[src/rtl/led_pkg.sv]
// Shared types and helpers for the LED bank scheduler.
// Defines the scheduler state encoding, the default bank width and the
// cyclic round-robin priority search used by the arbiter.
package led_pkg;

  typedef enum logic [1:0] {
    IDLE  = 2'd0,
    GRANT = 2'd1,
    GAP   = 2'd2
  } state_e;

  localparam int LED_W_DEF = 10;
  localparam int MAX_REQ   = 8;

  typedef struct packed {
    logic       vld;
    logic [2:0] idx;
  } pick_t;

  // Returns the first set bit at or after ptr, wrapping at nreq.
  // Offsets are scanned from high to low so the lowest matching offset is
  // the one that remains assigned.
  function automatic pick_t rr_pick(input logic [MAX_REQ-1:0] req,
                                    input int                 nreq,
                                    input logic [2:0]         ptr);
    pick_t res;
    int    idx;
    res = '0;
    for (int k = MAX_REQ - 1; k >= 0; k--) begin
      if (k < nreq) begin
        idx = int'(ptr) + k;
        if (idx >= nreq) idx = idx - nreq;
        if (req[idx[2:0]]) begin
          res.vld = 1'b1;
          res.idx = idx[2:0];
        end
      end
    end
    return res;
  endfunction

endpackage

[src/rtl/led_tick_gen.sv]
// Purpose: divides clk down to a one-cycle tick every DECIMATION cycles.
// Latency: tick is combinational from the divider count (asserted when count == DECIMATION-1).
// Backpressure: none; the divider free-runs whenever reset is deasserted.
// Ports: clk, reset (async active-low), tick (1-cycle pulse).
module led_tick_gen #(
  parameter logic [19:0] DECIMATION = 20'd16
) (
  input  logic clk,
  input  logic reset,
  output logic tick
);

  logic [19:0] cnt_q, cnt_d;

  always_comb begin
    tick  = (cnt_q == DECIMATION - 20'd1);
    cnt_d = tick ? 20'd0 : cnt_q + 20'd1;
  end

  always_ff @(posedge clk or negedge reset) begin
    if (!reset) cnt_q <= 20'd0;
    else        cnt_q <= cnt_d;
  end

endmodule

[src/rtl/led_scheduler.sv]
// Purpose: time-slices the LED bank between NREQ requesters in round-robin order, heartbeat when idle.
// Latency: all outputs registered, one cycle after the decision cycle.
// Backpressure: none; requesters hold req as a level and an owner dropping req releases its slot early.
// Ports: clk, reset (async active-low); req/pattern/blink per requester (sampled live);
//        grant (one-hot owner), done (slot-expiry pulse), busy (GRANT or GAP), runled (LED drive).
module led_scheduler
  import led_pkg::*;
#(
  parameter int          NREQ       = 4,
  parameter logic [19:0] DECIMATION = 20'd16,
  parameter int          SLOT_TICKS = 8,
  parameter int          LED_W      = LED_W_DEF
) (
  input  logic                    clk,
  input  logic                    reset,
  input  logic [NREQ-1:0]         req,
  input  logic [NREQ*LED_W-1:0]   pattern,
  input  logic [NREQ-1:0]         blink,
  output logic [NREQ-1:0]         grant,
  output logic [NREQ-1:0]         done,
  output logic                    busy,
  output logic [LED_W-1:0]        runled
);

  localparam int                SLOT_W    = (SLOT_TICKS > 1) ? $clog2(SLOT_TICKS) : 1;
  localparam logic [SLOT_W-1:0] SLOT_LAST = SLOT_W'(SLOT_TICKS - 1);
  localparam logic [2:0]        LAST_IDX  = 3'(NREQ - 1);

  logic tick;

  led_tick_gen #(.DECIMATION(DECIMATION)) u_tick (
    .clk   (clk),
    .reset (reset),
    .tick  (tick)
  );

  state_e              state_q, state_d;
  logic [2:0]          owner_q, owner_d;
  logic [2:0]          rr_q, rr_d;
  logic [SLOT_W-1:0]   slot_q, slot_d;
  logic                phase_q, phase_d;
  logic [LED_W-1:0]    hb_q, hb_d;
  logic [NREQ-1:0]     grant_q, grant_d;
  logic [NREQ-1:0]     done_q, done_d;
  logic                busy_q, busy_d;
  logic [LED_W-1:0]    runled_q, runled_d;

  // Requester vectors widened to the package's fixed width so a 3-bit
  // owner index always addresses a real bit.
  logic [MAX_REQ-1:0]  req_pad, blink_pad, done_pad, grant_pad;
  logic [LED_W-1:0]    pat_sel;
  pick_t               pick;

  always_comb begin
    req_pad              = '0;
    req_pad[NREQ-1:0]    = req;
    blink_pad            = '0;
    blink_pad[NREQ-1:0]  = blink;
  end

  // Next-state / arbitration
  always_comb begin
    state_d  = state_q;
    owner_d  = owner_q;
    rr_d     = rr_q;
    slot_d   = slot_q;
    phase_d  = phase_q;
    hb_d     = hb_q;
    done_pad = '0;
    pick     = rr_pick(req_pad, NREQ, rr_q);

    case (state_q)
      IDLE: begin
        if (tick) begin
          hb_d = hb_q + LED_W'(1);
          if (pick.vld) begin
            state_d = GRANT;
            owner_d = pick.idx;
            rr_d    = (pick.idx == LAST_IDX) ? 3'd0 : pick.idx + 3'd1;
            slot_d  = '0;
            phase_d = 1'b1;
          end
        end
      end
      GRANT: begin
        // Owner letting go wins over a simultaneous slot expiry and
        // suppresses done.
        if (!req_pad[owner_q]) begin
          state_d = GAP;
        end else if (tick) begin
          phase_d = ~phase_q;
          if (slot_q == SLOT_LAST) begin
            state_d           = GAP;
            done_pad[owner_q] = 1'b1;
          end else begin
            slot_d = slot_q + SLOT_W'(1);
          end
        end
      end
      GAP: begin
        if (tick) begin
          if (pick.vld) begin
            state_d = GRANT;
            owner_d = pick.idx;
            rr_d    = (pick.idx == LAST_IDX) ? 3'd0 : pick.idx + 3'd1;
            slot_d  = '0;
            phase_d = 1'b1;
          end else begin
            state_d = IDLE;
          end
        end
      end
      default: state_d = IDLE;
    endcase
  end

  // Output values for the next cycle, derived from the next state so the
  // registered outputs line up with the state they describe.
  always_comb begin
    grant_pad = '0;
    if (state_d == GRANT) grant_pad = 8'b1 << owner_d;
    grant_d  = grant_pad[NREQ-1:0];
    done_d   = done_pad[NREQ-1:0];
    busy_d   = (state_d != IDLE);
    pat_sel  = pattern[int'(owner_d)*LED_W +: LED_W];
    case (state_d)
      GRANT:   runled_d = (!blink_pad[owner_d] || phase_d) ? pat_sel : '0;
      IDLE:    runled_d = hb_d;
      default: runled_d = '0;
    endcase
  end

  always_ff @(posedge clk or negedge reset) begin
    if (!reset) begin
      state_q  <= IDLE;
      owner_q  <= 3'd0;
      rr_q     <= 3'd0;
      slot_q   <= '0;
      phase_q  <= 1'b0;
      hb_q     <= '0;
      grant_q  <= '0;
      done_q   <= '0;
      busy_q   <= 1'b0;
      runled_q <= '0;
    end else begin
      state_q  <= state_d;
      owner_q  <= owner_d;
      rr_q     <= rr_d;
      slot_q   <= slot_d;
      phase_q  <= phase_d;
      hb_q     <= hb_d;
      grant_q  <= grant_d;
      done_q   <= done_d;
      busy_q   <= busy_d;
      runled_q <= runled_d;
    end
  end

  assign grant  = grant_q;
  assign done   = done_q;
  assign busy   = busy_q;
  assign runled = runled_q;

endmodule

[config.mk]
export PLATFORM = sky130hd
export DESIGN_NAME = led_scheduler
export DESIGN_NICKNAME = d
export VERILOG_FILES = /design/src/rtl/led_pkg.sv /design/src/rtl/led_tick_gen.sv /design/src/rtl/led_scheduler.sv
export SDC_FILE = /design/constraint.sdc
export NUM_CORES = 1
export LEC_CHECK = 0
export BUFFER_PORTS_ARGS = -buffer_cell sky130_fd_sc_hd__buf_2
export CAP_MARGIN = 30
export CORE_UTILIZATION = 50
export CTS_BUF_LIST = sky130_fd_sc_hd__clkbuf_4 sky130_fd_sc_hd__clkbuf_8
export DETAILED_ROUTE_END_ITERATION = 7
export PLACE_DENSITY = 0.85
export SLEW_MARGIN = 20
export SYNTH_ARGS = -nofsm -noshare
export SYNTH_HDL_FRONTEND = slang
export SYNTH_HIERARCHICAL = 1
export SYNTH_SLANG_ARGS = --single-unit
export TNS_END_PERCENT = 5
[constraint.sdc]
create_clock -name clk -period 3.7 [get_ports clk]
set_input_delay 0.555 -clock clk [delete_from_list [all_inputs] [get_ports clk]]
set_output_delay 0.555 -clock clk [all_outputs]
set_load 0.02 [all_outputs]
==> impl_metrics.csv <==
group,metric,value,unit
status,status,"completed",
worst_setup_path,r2r-end,"runled[1]",
timing,relSlewSlack,57.05,%
worst_setup_path,crit-reg2reg-launch,"rr_q[1]",
timing,period_share,92.32,%
pwr,p_leak,1.989,nW
final_layout,final_nets,436,
global_route,grt_pass1_vias,2456,
yosys,synth_top_area_share,46.00,%
final_layout,fin_cells,461,
clock_network,cts_root_buf,"clkbuf_8",
timing,setup_violations,0,
final_layout,fillers,508,
worst_setup_path,cp_slowest_cell,"mux4_2",
routing,antenna_left,0,
clock_network,cts_tree,"built",
worst_setup_path,reg2reg_depth,9,
clock_network,cts_setup_buffers,0,
floorplanning,die_h,83.47,µm
worst_setup_path,critical-path-max-stage-delay,0.52,ns
routing,via_per_inst,5.416,
yosys,synth-seq-cells,61,
worst_setup_path,r2r_setup_slack,0.28,ns
worst_setup_path,cp-end-kind,"flip-flop",
floorplanning,pin_count,69,
yosys,syn_inst,301,
worst_setup_path,cp-startpoint,"rr_q[1]",
yosys,synthArstFlopShare,100.0,%
pwr,powerDensity,644.3,mW/mm²
global_route,grt_pass1_wl,11030,µm
worst_setup_path,cp.buffers_inverters,1,
floorplanning,start_util,51.96,%
worst_setup_path,path_cells,"inv_1, ha_1, mux4_2, a221oi_2, a21oi_2, o211a_1, or4_4, o221ai_4, o21ai_1",
floorplanning,die_area,0.006966,mm²
timing,hold_viol,0,
worst_setup_path,path_class,"reg -> reg",
clock_network,cts_inserted_buffers,9,
yosys,netlist_area,0.003318,mm²
pwr,total_power,2.600,mW
routing,wl_per_cell,13.95,µm
timing,fin_crit,3.416,ns
worst_setup_path,critPathLaunchType,"flip-flop",
worst_setup_path,path_delay_family,"compound AO/OA/AOI/OAI gates",
yosys,ys_seq_area_share,46.00,%
timing,drv_slew,0,
flow_run,drv_cap,0,
global_route,grt_usage,20.25,%
placement,gp_congestion,0.8989,
yosys,yosysTopAreaCell,"dfrtp_1",
placement,post-dp-hpwl,4728,µm
placement,port_buffers,68,
worst_setup_path,path_depth,9,
clock_network,clk_latency,0.35,ns
hold_path,hp-class,"in -> async",
final_layout,drive_above_1_share,32.81,%
floorplanning,fp-row-count,29,
yosys,yosysWarningCount,6,
timing,fmax,292.8,MHz
global_route,grt_max_degree,43,
final_layout,synthToLayoutAreaGrowth,21.61,%
yosys,synthTopCellsByArea,"dfrtp_1, mux2i_1, mux2_2",
yosys,ys_types,50,
timing,clock_skew,0.01011,ns
yosys,synth_edf_count,0,
timing,rsz0062_at_grt,"no",
worst_setup_path,cp_data_arrival_time,3.63,ns
routing,wirelength,6429,µm
timing,final.setup.tns,0,ns
global_route,overflow,0,
clock_network,cts_max_path_buffers,2,
routing,first_pass_iters,4,
yosys,synth_area_per_cell,11.02,µm²
yosys,synth_nets,358,
pwr,max-vdd-ir-drop,511.4,µV
global_route,antenna_found_initial,0,
placement,place_inst,444,
yosys,synth_ff_type,"dfrtp_1",
clock_network,cts_sinks,61,
worst_setup_path,worstPathMaxFanout,14,
worst_setup_path,required,3.91,ns
routing,drtIter0Drc,72,
clock_network,path_clk_slew,0.07,ns
final_layout,n_antenna_cell,0,
timing,worstMarginPinSlew,0.6442,ns
floorplanning,die_w,83.47,µm
routing,drc,0,
floorplanning,core-area,0.006386,mm²
routing,vias,2497,
clock_network,htreeDepth,3,
area by class of cell:
| type | count | area, µm² | share of cell area (%) |
|---|---|---|---|
| tap | 77 | 96.34 | 2.388 |
| inverter | 17 | 63.81 | 1.581 |
| timing repair buffer | 76 | 420.4 | 10.42 |
| clock buffer | 9 | 123.9 | 3.070 |
| sequential | 61 | 1526 | 37.83 |
| clock inverter | 7 | 122.6 | 3.039 |
| multi-input combinational | 214 | 1682 | 41.67 |
cell families (layout without fill, tap and decap cells):
logic type      count (synthesis)  count (layout)  synth area share, %
compound gates                 42              42                9.767
xor+xnor                       26              26                6.863
fa+ha+maj                       7               7                2.639
buf+inv                        26             109                3.733
flops                          61              61                46.00
mux                            44              44                15.38
simple gates                   95              95                15.61
routing by layer:
metal  track usage, %  routed length (µm)
met3            7.319                 364
met5                0                   0
met2            33.83                3153
met1            24.57                2837
met4            6.317                  73
worst reg2reg max path, cell delays in order (launching register included):
cell and delay (ns):
dfrtp_1 0.49, inv_1 0.12, ha_1 0.37, mux4_2 0.52
a221oi_2 0.34, a21oi_2 0.24, o211a_1 0.18, or4_4 0.52
o221ai_4 0.34, o21ai_1 0.15
registers in the layout, summed over array words and instances, names as in the netlist:
register	count
phase_q	1
state_q	2
grant	4
done	4
u_tick/cnt_q	20
runled	10
slot_q	3
hb_q	10
rr_q	3
owner_q	3
busy	1
layout by cell type (no fill, tap or decap), types with 5 or more instances in the layout:
cell type,n
buf_2,68
dfrtp_1,61
nand2_1,25
mux2i_1,24
nor2_1,23
xnor2_1,17
inv_1,17
mux2_2,16
xor2_1,9
o21ai_1,9
nand4_1,9
clkbuf_8,9
nand3_1,8
ha_1,7
buf_4,7
nor3_1,5
synthesized netlist by cell type (all sizes together) (2+ instances only):
cell	instances
o21ai	13
inv	17
clkbuf	2
nand2	25
dfrtp	61
a21o	4
a21oi	3
a31o	2
o2bb2ai	3
xnor2	17
nor3b	2
xor2	9
nor2b	4
nor2	23
mux4	4
nand2b	4
mux2i	24
o211ai	3
nand3	11
ha	7
buf	7
nor3	5
and3	3
nand4	9
o221ai	2
nor4	6
mux2	16
worst max-delay path by stage:
stage	slack (ns)	end
3_3_place_gp	0.32	runled[1]
5_1_grt	0.09	runled[1]
6_report	0.28	runled[1]
3_5_place_dp	0.21	runled[1]
2_1_floorplan	0.43	runled[7]
4_1_cts	0.19	runled[1]
power by group:
part / switching, mW / leakage [nW] / internal, mW / total, mW
sequential: 0.0868 / 0.807 / 0.775 / 0.862
clock: 0.274 / 0.116 / 0.450 / 0.724
combinational: 0.551 / 1.07 / 0.463 / 1.01
stage by stage:
step	utilization (%)	hold WS, ns	setup slack [ns]	instance area [µm²]
after floorplan	-	0.2594	0.4334	3318
after global placement	58.78	0.4690	0.3233	3754
after detailed placement	58.78	0.4690	0.2128	3754
after CTS	62.64	0.3579	0.1867	4000
after global routing	63.19	0.2007	0.08545	4035
final	63.19	0.1833	0.2843	4035
what timing repair did:
action / in CTS / in global routing
endpoints found under the setup margin: 0 / 2
hold buffers: 0 / 0
gates resized for setup: 0 / 1
(Power assumes the default switching activity.)
